### src/rtl/data_table_reader.sv
// Burst reader for a single-port table RAM: walks base..base+length-1 (wrapping),
// keeps at most two words buffered or in flight, and streams them out with valid/ready.
module data_table_reader #(
  parameter int ADDR_WIDTH = 9,
  parameter int DATA_WIDTH = 38
) (
  input  logic                  rd_clk,
  input  logic                  rd_rst,
  input  logic                  start,
  input  logic [ADDR_WIDTH-1:0] base_addr,
  input  logic [ADDR_WIDTH:0]   length,
  output logic [ADDR_WIDTH-1:0] rd_addr,
  input  logic [DATA_WIDTH-1:0] rd_data,
  output logic [DATA_WIDTH-1:0] m_data,
  output logic                  m_valid,
  input  logic                  m_ready,
  output logic                  m_last,
  output logic                  busy,
  output logic                  done
);

  localparam logic [ADDR_WIDTH:0] DEPTH = (ADDR_WIDTH+1)'(1) << ADDR_WIDTH;
  localparam logic [ADDR_WIDTH:0] ONE   = (ADDR_WIDTH+1)'(1);

  typedef enum logic [1:0] {IDLE, RUN, DRAIN} state_t;

  function automatic logic [ADDR_WIDTH:0] sat_len(input logic [ADDR_WIDTH:0] l);
    return (l > DEPTH) ? DEPTH : l;
  endfunction

  state_t                state;
  logic [ADDR_WIDTH:0]   reads_left;
  logic                  iss_p0, iss_last_p0;
  logic                  vld_p1, last_p1;
  logic [1:0]            buf_cnt;
  logic [DATA_WIDTH-1:0] buf_data_p2 [2];
  logic                  buf_last_p2 [2];

  logic [1:0]            nxt_cnt;
  logic [DATA_WIDTH-1:0] nxt_data [2];
  logic                  nxt_last [2];
  logic [ADDR_WIDTH:0]   len_sat;
  logic [2:0]            occ;
  logic                  pop, issue;

  assign len_sat = sat_len(length);
  assign m_valid = (buf_cnt != 2'd0) || vld_p1;
  assign m_data  = (buf_cnt != 2'd0) ? buf_data_p2[0] : (vld_p1 ? rd_data : '0);
  assign m_last  = (buf_cnt != 2'd0) ? buf_last_p2[0] : (vld_p1 & last_p1);
  assign pop     = m_valid & m_ready;
  // Occupancy counts the read on rd_addr this cycle, the word on rd_data, and the buffer.
  assign occ     = {1'b0, buf_cnt} + {2'b00, iss_p0} + {2'b00, vld_p1};
  assign issue   = (state == RUN) && (reads_left != '0) &&
                   ((occ < 3'd2) || ((occ == 3'd2) && pop));

  always_comb begin
    nxt_cnt  = buf_cnt;
    nxt_data = buf_data_p2;
    nxt_last = buf_last_p2;
    if (pop && (buf_cnt != 2'd0)) begin
      nxt_data[0] = buf_data_p2[1];
      nxt_last[0] = buf_last_p2[1];
      nxt_cnt     = buf_cnt - 2'd1;
    end
    // The arriving RAM word is buffered unless it went straight out this cycle.
    if (vld_p1 && !(pop && (buf_cnt == 2'd0))) begin
      nxt_data[nxt_cnt[0]] = rd_data;
      nxt_last[nxt_cnt[0]] = last_p1;
      nxt_cnt              = nxt_cnt + 2'd1;
    end
  end

  // Stage p0: address issue / p1: RAM word arriving / p2: output buffer
  always_ff @(posedge rd_clk) begin
    if (rd_rst) begin
      state       <= IDLE;
      reads_left  <= '0;
      iss_p0      <= 1'b0;
      iss_last_p0 <= 1'b0;
      vld_p1      <= 1'b0;
      last_p1     <= 1'b0;
      buf_cnt     <= 2'd0;
      busy        <= 1'b0;
      done        <= 1'b0;
      rd_addr     <= '0;
    end else begin
      done    <= 1'b0;
      iss_p0  <= 1'b0;
      vld_p1  <= iss_p0;
      last_p1 <= iss_last_p0;
      buf_cnt <= nxt_cnt;
      if (done) busy <= 1'b0;
      case (state)
        IDLE: if (start) begin
          if (len_sat == '0) begin
            done <= 1'b1;
          end else begin
            rd_addr     <= base_addr;
            iss_p0      <= 1'b1;
            iss_last_p0 <= (len_sat == ONE);
            reads_left  <= len_sat - ONE;
            busy        <= 1'b1;
            state       <= (len_sat == ONE) ? DRAIN : RUN;
          end
        end
        RUN: if (issue) begin
          rd_addr     <= rd_addr + ADDR_WIDTH'(1);
          iss_p0      <= 1'b1;
          iss_last_p0 <= (reads_left == ONE);
          reads_left  <= reads_left - ONE;
          if (reads_left == ONE) state <= DRAIN;
        end
        DRAIN: if (pop && m_last) begin
          state <= IDLE;
          done  <= 1'b1;
        end
        default: state <= IDLE;
      endcase
    end
  end

  always_ff @(posedge rd_clk) begin
    buf_data_p2 <= nxt_data;
    buf_last_p2 <= nxt_last;
  end

endmodule

### config.mk
export PLATFORM = sky130hd
export DESIGN_NAME = data_table_reader
export DESIGN_NICKNAME = d
export VERILOG_FILES = /design/src/rtl/data_table_reader.sv
export SDC_FILE = /design/constraint.sdc
export NUM_CORES = 1
export LEC_CHECK = 0
export CAP_MARGIN = 15
export CELL_PAD_IN_SITES_DETAIL_PLACEMENT = 1
export CELL_PAD_IN_SITES_GLOBAL_PLACEMENT = 1
export CORE_AREA = 2 2 121 123
export CTS_CLUSTER_SIZE = 28
export DETAILED_ROUTE_END_ITERATION = 16
export DIE_AREA = 0 0 123 125
export PLACE_DENSITY = 0.77
export SETUP_SLACK_MARGIN = 0.5
export SLEW_MARGIN = 5
export SYNTH_ARGS = -nofsm -noshare
export SYNTH_HDL_FRONTEND = slang
export SYNTH_SLANG_ARGS = --single-unit
### constraint.sdc
create_clock -name rd_clk -period 3.6 [get_ports rd_clk]
set_input_delay 0.72 -clock rd_clk [delete_from_list [all_inputs] [get_ports rd_clk]]
set_output_delay 0.72 -clock rd_clk [all_outputs]
set_load 0.05 [all_outputs]
==> impl_metrics.tcl, run 1 <==
set metrics [dict create \
    finClkSkew_ns 0.006857 \
    numCtsBuffers 9 \
    final_hold_viol_count 0 \
    worstPathCellList "inv_1 > fa_1 > ha_1 > and4b_1 > a211oi_1 > a2111o_1 > buf_4 > or4b_1 > a21oi_1" \
    synth.top_cells.by_count "a21oi_1, nor2_1, dfxtp_1" \
    path_clk_slew_ns 0.07 \
    yosys.area.top_type_share 0.2649 \
    period_needed_ns 2.901 \
    dr.pass1.iters 4 \
    tns_ns 0 \
    fp.dieArea_sq_um 15380 \
    synth_fp_nets 693 \
    wl_per_cell_um 16.89 \
    p_per_area_nw_per_um2 920.0 \
    synth_area_sq_um 5139 \
    port_buffers 111 \
    synth-edff-count 39 \
    cts_hold_buffers 0 \
    routabilityCongestion 0.7792 \
    syn_inst 623 \
    switching_share 0.4311 \
    ys_seq_elements 107 \
    grt_usage 0.2019 \
    outcome "completed" \
    ys.flop_type "dfxtp_1" \
    max-slew-margin-rel 0.3560 \
    post-route-util 0.5054 \
    slowest_stage "or4b_1" \
    cp-end-kind "flip-flop" \
    tightestPinTransition_ns 0.9571 \
    fin_crit_sh 0.8057 \
    htreeDepth 3 \
    criticalPathCategory "flip-flop to flip-flop" \
    yosysTopAreaCell "dfxtp_1" \
    avgSynthCellArea_sq_um 8.248 \
    synth-seq-area-share 0.4928 \
    crit_arrival_ns 3.18 \
    synth.area.top_cells "dfxtp_1, edfxtp_1, a21oi_1, nor2_1, o21ai_0" \
    dr.first_iter.drc_count 217 \
    hp-class "flip-flop to flip-flop" \
    required_ns 3.88 \
    rrSetupSlack_ns 0.70 \
    setup_violations 0 \
    max_clock_freq_mhz 344.8 \
    synth-async-reset-ratio 0 \
    io_pins 112 \
    p_comb_frac 0.560 \
    layout-drive-gt1-share 0.1036 \
    nets 789 \
    avgViaCountPerCell 5.286 \
    cp-startpoint "vld_p1$_SDFF_PP0_" \
    ant_nets 0 \
    ys_types 48 \
    crit_family "adder cells" \
    p_int_uw 3757 \
    cts_sinks 107 \
    yosys_warnings 0 \
    floorplan.rows 44 \
    fill_cells 1664 \
    diodes 0 \
    die_y_um 125 \
    worstReg2RegStart "vld_p1$_SDFF_PP0_" \
    crit_fanout 8 \
    drc 0 \
    worstRegToRegCells 9 \
    cap_violations 0 \
    peakVddDrop_uv 398.5 \
    dieWidth_um 123 \
    sequentialPowerShare 0.282 \
    hpwl_um 10370 \
    clk_latency_ns 0.36 \
    critPathCapture "state[0]$_SDFFE_PP0P_" \
    totalPowerFinal_uw 6604 \
    routed_wirelength_um 15340 \
    pwr-share-clk 0.158 \
    clockRootBuffer "clkbuf_16" \
    max_stage_delay_ns 0.50 \
    rsz0062_at_grt "false" \
    grt_pass1_wl_um 24520 \
    antenna_found_initial 0 \
    start_kind "flip-flop" \
    vias 4800 \
    grt_start_max_net_pins 81 \
    core_area_sq_um 14200 \
    initial_core_util 0.3618 \
    tritoncts "done" \
    power.leakage_uw 0.002735 \
    syn_to_final_growth_pct 39.69 \
    r2r_end "state[0]$_SDFFE_PP0P_" \
    overflow 0 \
    grt_pass1_vias 4967 \
    synth_most_common_cell "a21oi_1" \
    holdWs_ns 0.4597 \
    path_depth 9 \
    slew_violations 0 \
    p_sw_uw 2847 \
    crit_buf_inv 2 \
    clk_path_buf_depth 2 \
]
## per-stage QoR
step / cell area, sq um / worst slack (ns) / instances
CTS: 7138 / 0.5941 / 904
global route: 7178 / 0.5505 / 908
global placement: 6823 / 0.3843 / 888
floorplan: 5139 / 0.5170 / 623
finish: 7178 / 0.6995 / 908
detailed placement: 6823 / 0.2747 / 888
## routing by layer
| layer | vias up | share of wire | global-route usage |
|---|---|---|---|
| met5 | - | 0 | 0 |
| met3 | 17 | 0.036 | 0.03878 |
| met1 | 2374 | 0.43 | 0.2390 |
| met4 | 0 | 0.015 | 0.06484 |
| li1 | 2331 | - | - |
| met2 | 78 | 0.52 | 0.3627 |
## logic make-up after synthesis
| family | synth area share |
|---|---|
| DFF | 0.4928 |
| adders and majority gates | 0.02338 |
| and+or+nand+nor | 0.1868 |
| AOI/OAI and AO/OA | 0.2177 |
| xor gates and xnor gates | 0.01023 |
| buffers and inverters | 0.06915 |
## layout make-up
type	instances	area (sq um)	share of cell area
clock inverters	6	80.08	0.01116
multi-input cells	425	2276	0.3171
well taps	184	230.2	0.03207
flip-flops and latches	107	2532	0.3528
inverters	50	187.7	0.02615
repair buffers	126	1643	0.2289
clock buffers	10	229.0	0.03190
## worst min-delay path by stage
stage | cells past startpoint | end | from | slack, ns
global route | 0 | flip-flop | last_p1$_SDFF_PP0_ | 0.49
floorplan | 0 | flip-flop | last_p1$_SDFF_PP0_ | 0.43
CTS | 0 | flip-flop | last_p1$_SDFF_PP0_ | 0.46
finish | 0 | flip-flop | last_p1$_SDFF_PP0_ | 0.46
detailed placement | 0 | flip-flop | last_p1$_SDFF_PP0_ | 0.45
global placement | 0 | flip-flop | last_p1$_SDFF_PP0_ | 0.45
## power groups by stage
stage                     sequential (uW)  clock [uW]  combinational (uW)
after floorplan                      1920           0                2080
after global placement               1850           0                3490
after detailed placement             1880           0                3640
after CTS                            1860        1070                3680
after global routing                 1900        1130                3980
final                                1860        1050                3700
## timing repair
item / 4_1_cts / 5_1_grt
buffers inserted: 0 / 4
gates resized for setup: 2 / 1
pin swaps: 0 / 1
cloned: 0 / 0
setup endpoints to repair: 38 / 12
## placed cells by master, fill, tap and decap left out, types with 3 or more instances in the layout
cell / netlist / routed
a21oi_1: 109 / 109
o32ai_1: 7 / 7
nor3_1: 11 / 11
nand2b_1: 14 / 13
ha_1: 8 / 6
nor2b_1: 5 / 4
or3_1: 3 / 3
xnor2_1: 6 / 6
buf_12: 0 / 41
nand3_1: 6 / 6
inv_1: 50 / 50
dfxtp_1: 68 / 68
clkdlybuf4s50_1: 0 / 72
o21ai_0: 49 / 49
clkbuf_16: 0 / 9
a211oi_1: 6 / 6
buf_4: 2 / 12
o21a_1: 3 / 3
o31ai_1: 3 / 3
nand2_1: 58 / 58
nor4_1: 5 / 5
edfxtp_1: 39 / 39
nor2_1: 97 / 97
No activity file was read; power rests on OpenSTA's default activity.
==> run 2: changes to the inputs <==
- CORE_AREA: 2 2 121 123 -> 2 2 126 128
- DIE_AREA: 0 0 123 125 -> 0 0 128 130
- PLACE_DENSITY: 0.77 -> 0.74
- clock period: 3.6 -> 2.4 ns (I/O delays scaled with it)
==> run 2 against run 1 <==
Compared with the run above: utilization is 7.8 points higher; the run now ends with setup timing left; fmax increased by 20%; critical path depth fell by 1; highest routed layer unchanged; sequential power is 51% higher; critical endpoint unchanged; sequential share of layout area fell by 7.1 points; worst setup slack worse by 0.71 ns.
==> impl_metrics.tcl, run 2 (synthesis gave the netlist of run 1 again) <==
set metrics [dict create \
    max_clock_freq_mhz 414.6 \
    p_int_uw 6732 \
    power.leakage_uw 0.003708 \
    max_stage_delay_ns 0.50 \
    seq_area_sq_um 2537 \
    avgViaCountPerCell 5.393 \
    clockRootBuffer "clkbuf_16" \
    grt_pass1_wl_um 28070 \
    wl_per_cell_um 20.93 \
    period_needed_ns 2.412 \
    switching_share 0.4463 \
    holdWs_ns 0.4668 \
    floorplan.rows 46 \
    clk_path_buf_depth 2 \
    sequentialPowerShare 0.231 \
    criticalPathCategory "flip-flop to flip-flop" \
    setup_violations 1 \
    fill_cells 1638 \
    place_ws_ns -0.1229 \
    stdcell_area_sq_um 9004 \
    dr.first_iter.drc_count 334 \
    required_ns 2.69 \
    fin_crit_sh 1.005 \
    routabilityCongestion 0.8581 \
    tightestPinTransition_ns 0.5571 \
    grt_pass1_vias 5449 \
    peakVddDrop_uv 635.7 \
    io_pins 112 \
    start_kind "flip-flop" \
    crit_buf_inv 1 \
    antenna_found_initial 0 \
    nets 852 \
    htreeDepth 3 \
    crit_family "simple AND/OR/NAND/NOR gates" \
    tritoncts "done" \
    fp.dieArea_sq_um 16640 \
    totalPowerFinal_uw 12160 \
    p_sw_uw 5427 \
    cap_violations 0 \
    multi_input_comb_area_sq_um 3209 \
    max-slew-margin-rel 0.6274 \
    layout_common_cells "a21oi_1, nor2_1, dfxtp_1" \
    grt_usage 0.2156 \
    die_y_um 130 \
    crit_arrival_ns 2.71 \
    path_clk_slew_ns 0.07 \
    diodes 0 \
    p_per_area_nw_per_um2 1350 \
    overflow 0 \
    vias 5280 \
    final_hold_viol_count 0 \
    drc 0 \
    violations "setup timing" \
    place_area_sq_um 7757 \
    grt_start_max_net_pins 81 \
    ant_nets 0 \
    pwr-share-clk 0.133 \
    hp-class "flip-flop to flip-flop" \
    post-route-util 0.5837 \
    numCtsBuffers 9 \
    finClkSkew_ns 0.01226 \
    slew_violations 0 \
    dieWidth_um 128 \
    clk_latency_ns 0.36 \
    slowest_stage "or4b_1" \
    layout-drive-gt1-share 0.3329 \
    crit_fanout 3 \
    routed_wirelength_um 20500 \
    core_area_sq_um 15420 \
    port_buffers 111 \
    dr.pass1.iters 4 \
    p_comb_frac 0.636 \
    initial_core_util 0.3331 \
    mostFrequentLayoutCell "a21oi_1" \
    outcome "finished, violations left" \
    syn_to_final_growth_pct 75.21 \
    rsz0062_at_grt "true" \
    hpwl_um 11550 \
    cp-end-kind "flip-flop" \
    finalWorstSetupSlack_ns -0.01225 \
    cts_sinks 107 \
    worstPathCellList "inv_2 > fa_2 > ha_4 > and4b_1 > a211oi_4 > a2111o_1 > or4b_1 > a21oi_2" \
]
## run 2: cell types whose count changed in the layout (fill, tap and decap cells not counted), moves of 12 or more
cell,change
clkdlybuf4s50_1,-12
o21ai_0,-42
nand2_1,-39
nor2_1,-12
buf_4,+26
nand2_4,+39
buf_6,+13
o21ai_4,+38
buf_12,+12
## run 2: worst register-to-register path: cells and delay by family, from the launching register on
kind	cells	cell delay, ns
DFF	1	0.34
adders and majority gates	2	0.68
and+or+nand+nor	2	0.72
AOI/OAI and AO/OA	3	0.57
buffers and inverters	1	0.05
## run 2: per-layer routing
layer  up-vias  share of wire  global-route usage
met5         -              0                   0
met4         0          0.028             0.07951
met3        33          0.044             0.03116
met2       136           0.53              0.4020
met1      2635           0.40              0.2519
li1       2476              -                   -
## run 2: through the flow
step	TNS, ns	std cells
final	-0.01225	979
after global routing	-0.5430	979
after CTS	0	963
after detailed placement	-1.021	928
after global placement	-0.1032	928
after floorplan	0	623
## run 2: power groups by stage
stage	clock, uW	combinational (uW)	sequential (uW)
finish	1620	7730	2800
global placement	0	6300	2760
detailed placement	0	6540	2790
CTS	1630	7110	2760
global route	1710	8160	2860
floorplan	0	4030	2880
## run 2: cell type report
type                            instances  area share
Inverter                               50     0.02084
Sequential cell                       107      0.2818
Tap cell                              192     0.02668
Timing Repair Buffer                  189      0.2795
Clock buffer                           11     0.02585
Clock inverter                          5    0.008894
Multi-Input combinational cell        425      0.3564
## run 2: timing repair
action | in CTS | in global routing
hold endpoints to repair | 0 | 0
setup buffers | 15 | 6
gates resized for setup | 83 | 53
setup endpoints to repair | 74 | 143
pin swaps | 32 | 15
hold buffers | 0 | 0
cloned | 4 | 10
## run 2: path summary, 6_finish.rpt
kind / startpoint / cells past startpoint / endpoint / slack [ns]
setup / recovery: iss_p0$_SDFF_PP0_ / 8 / state[0]$_SDFFE_PP0P_ / -0.01
hold / removal: iss_last_p0$_SDFFE_PP0P_ / 1 / last_p1$_SDFF_PP0_ / 0.47
setup reg to reg: iss_p0$_SDFF_PP0_ / 8 / state[0]$_SDFFE_PP0P_ / -0.01
hold reg to reg: iss_last_p0$_SDFFE_PP0P_ / 1 / last_p1$_SDFF_PP0_ / 0.47
==> run 3: changes to the inputs <==
- CORE_AREA: 2 2 126 128 -> 3 3 127 129
- DIE_AREA: 0 0 128 130 -> 0 0 130 132
- GPL_TIMING_DRIVEN: unset -> 0
==> run 3 against run 2 <==
Compared with the run above: the run still ends with setup timing left; utilization increased by 3.8 points; design area increased by 4.6%; flip-flop and latch count unchanged; worst setup slack got worse by 0.18 ns; first-iteration DRC count increased by 9.6%; combinational power increased by 3.8%; final cell count increased by 1.4%; largest power group unchanged; highest routed layer is now met5.
==> impl_metrics.tcl, run 3 (synthesis gave the netlist of run 1 again) <==
set metrics [dict create \
    drc 0 \
    hpwl_um 12100 \
    holdWs_ns 0.4472 \
    grt_pass1_wl_um 32920 \
    layout_common_cells "a21oi_1, dfxtp_1, nor2_1" \
    numCtsBuffers 9 \
    violations "setup timing" \
    p_per_area_nw_per_um2 1315 \
    port_buffers 109 \
    hold_start "iss_p0$_SDFF_PP0_" \
    floorplan.rows 45 \
    multi_input_comb_area_sq_um 3676 \
    path_clk_slew_ns 0.09 \
    wl_per_cell_um 24.65 \
    max_clock_freq_mhz 386.5 \
    hp-class "flip-flop to flip-flop" \
    grt_usage 0.2448 \
    diodes 0 \
    stdcell_area_sq_um 9420 \
    post-route-util 0.6220 \
    dieWidth_um 130 \
    vias 5587 \
    worstRegToRegCells 8 \
    ant_nets 0 \
    fin_crit_sh 1.078 \
    nets 870 \
    overflow 0 \
    rsz0062_at_grt "true" \
    dr.first_iter.drc_count 366 \
    core_area_sq_um 15150 \
    tritoncts "done" \
    grt_start_max_net_pins 21 \
    initial_core_util 0.3393 \
    crit_fanout 7 \
    syn_to_final_growth_pct 83.32 \
    setup_violations 51 \
    place_area_sq_um 7184 \
    finalWorstSetupSlack_ns -0.1876 \
    criticalPathCategory "flip-flop to output port" \
    place_ws_ns -0.6704 \
    io_pins 112 \
    start_kind "flip-flop" \
    tightestPinTransition_ns 0.9082 \
    clk_latency_ns 0.37 \
    worstReg2RegStart "vld_p1$_SDFF_PP0_" \
    htreeDepth 3 \
    cp-startpoint "buf_cnt[0]$_SDFF_PP0_" \
    holdPathStages 2 \
    required_ns 1.92 \
    slew_violations 0 \
    cp-end-kind "output port" \
    fill_cells 1565 \
    tns_ns -6.042 \
    seq_area_sq_um 2540 \
    dr.pass1.iters 5 \
    final_hold_viol_count 0 \
    cap_violations 0 \
    fp.dieArea_sq_um 17160 \
    max-slew-margin-rel 0.3890 \
    period_needed_ns 2.588 \
    avgViaCountPerCell 5.626 \
    finClkSkew_ns 0.01843 \
    grt_pass1_vias 5877 \
    routed_wirelength_um 24480 \
    peakVddDrop_uv 718.1 \
    outcome "finished, violations left" \
    clockRootBuffer "clkbuf_16" \
    die_y_um 132 \
    routabilityCongestion 0.8312 \
    mostFrequentLayoutCell "a21oi_1" \
    antenna_found_initial 1 \
    clk_path_buf_depth 2 \
    cts_sinks 107 \
    crit_arrival_ns 2.11 \
    power.leakage_uw 0.003820 \
    layout-drive-gt1-share 0.4286 \
]
## run 3: cell count changes in the layout (fill, tap and decap cells not counted), sizes merged
| cell | previous run | this run |
|---|---|---|
| buf | 111 | 98 |
| bufinv | 2 | 0 |
| clkbuf | 18 | 50 |
| clkdlybuf4s50 | 60 | 57 |
| clkinv | 2 | 1 |
| clkinvlp | 1 | 0 |
| dlygate4sd2 | 11 | 12 |
| inv | 50 | 55 |
## run 3: metrics by stage
| stage | instances | power [uW] |
|---|---|---|
| final | 993 | 12390 |
| after global routing | 993 | 12920 |
| after CTS | 979 | 11190 |
| after detailed placement | 920 | 8557 |
| after global placement | 920 | 8319 |
| after floorplan | 623 | 6911 |
## run 3: per-layer routing
layer	wire, um	vias to the layer above	track usage
li1	-	2514	-
met1	9263	2788	0.2906
met2	13120	210	0.4424
met3	1056	73	0.05024
met4	1029	2	0.06813
met5	7	-	0
## run 3: final timing paths
kind / end / slack (ns)
worst min-delay path: vld_p1$_SDFF_PP0_ / 0.45
worst max register to register: state[0]$_SDFFE_PP0P_ / -0.16
worst max-delay path: m_data[36] / -0.19
worst min register to register: vld_p1$_SDFF_PP0_ / 0.45
## run 3: power breakdown
part | internal [uW] | switching [uW] | total [uW]
clock network | 767 | 805 | 1570
registers | 2450 | 343 | 2800
logic | 3170 | 4850 | 8020
## run 3: timing repair
item,in CTS,in global routing
endpoints found under the setup margin,153,144
gates resized for setup,467,134
pin swaps,40,16
cloned,9,5
hold buffers,0,0
buffers inserted,34,9
endpoints found under the hold margin,0,0
## run 3: layout make-up
| class | count | share of cell area |
|---|---|---|
| plain buffers | 41 | 0.05432 |
| clock buffers | 10 | 0.02537 |
| clock inverters | 6 | 0.006641 |
| inverters | 50 | 0.02072 |
| multi-input cells | 425 | 0.3902 |
| flip-flops and latches | 107 | 0.2696 |
| well taps | 188 | 0.02497 |
| repair buffers | 166 | 0.2081 |
## run 3: worst max-delay path, cell delays in order (launching register included)
cell       delay [ns]
dfxtp_2          0.37
inv_4            0.06
ha_4             0.16
clkbuf_16        0.15
clkbuf_16        0.15
and2_4           0.17
clkbuf_16        0.18
clkbuf_16        0.17
nand2_4          0.07
o21ai_4          0.07
buf_6            0.18
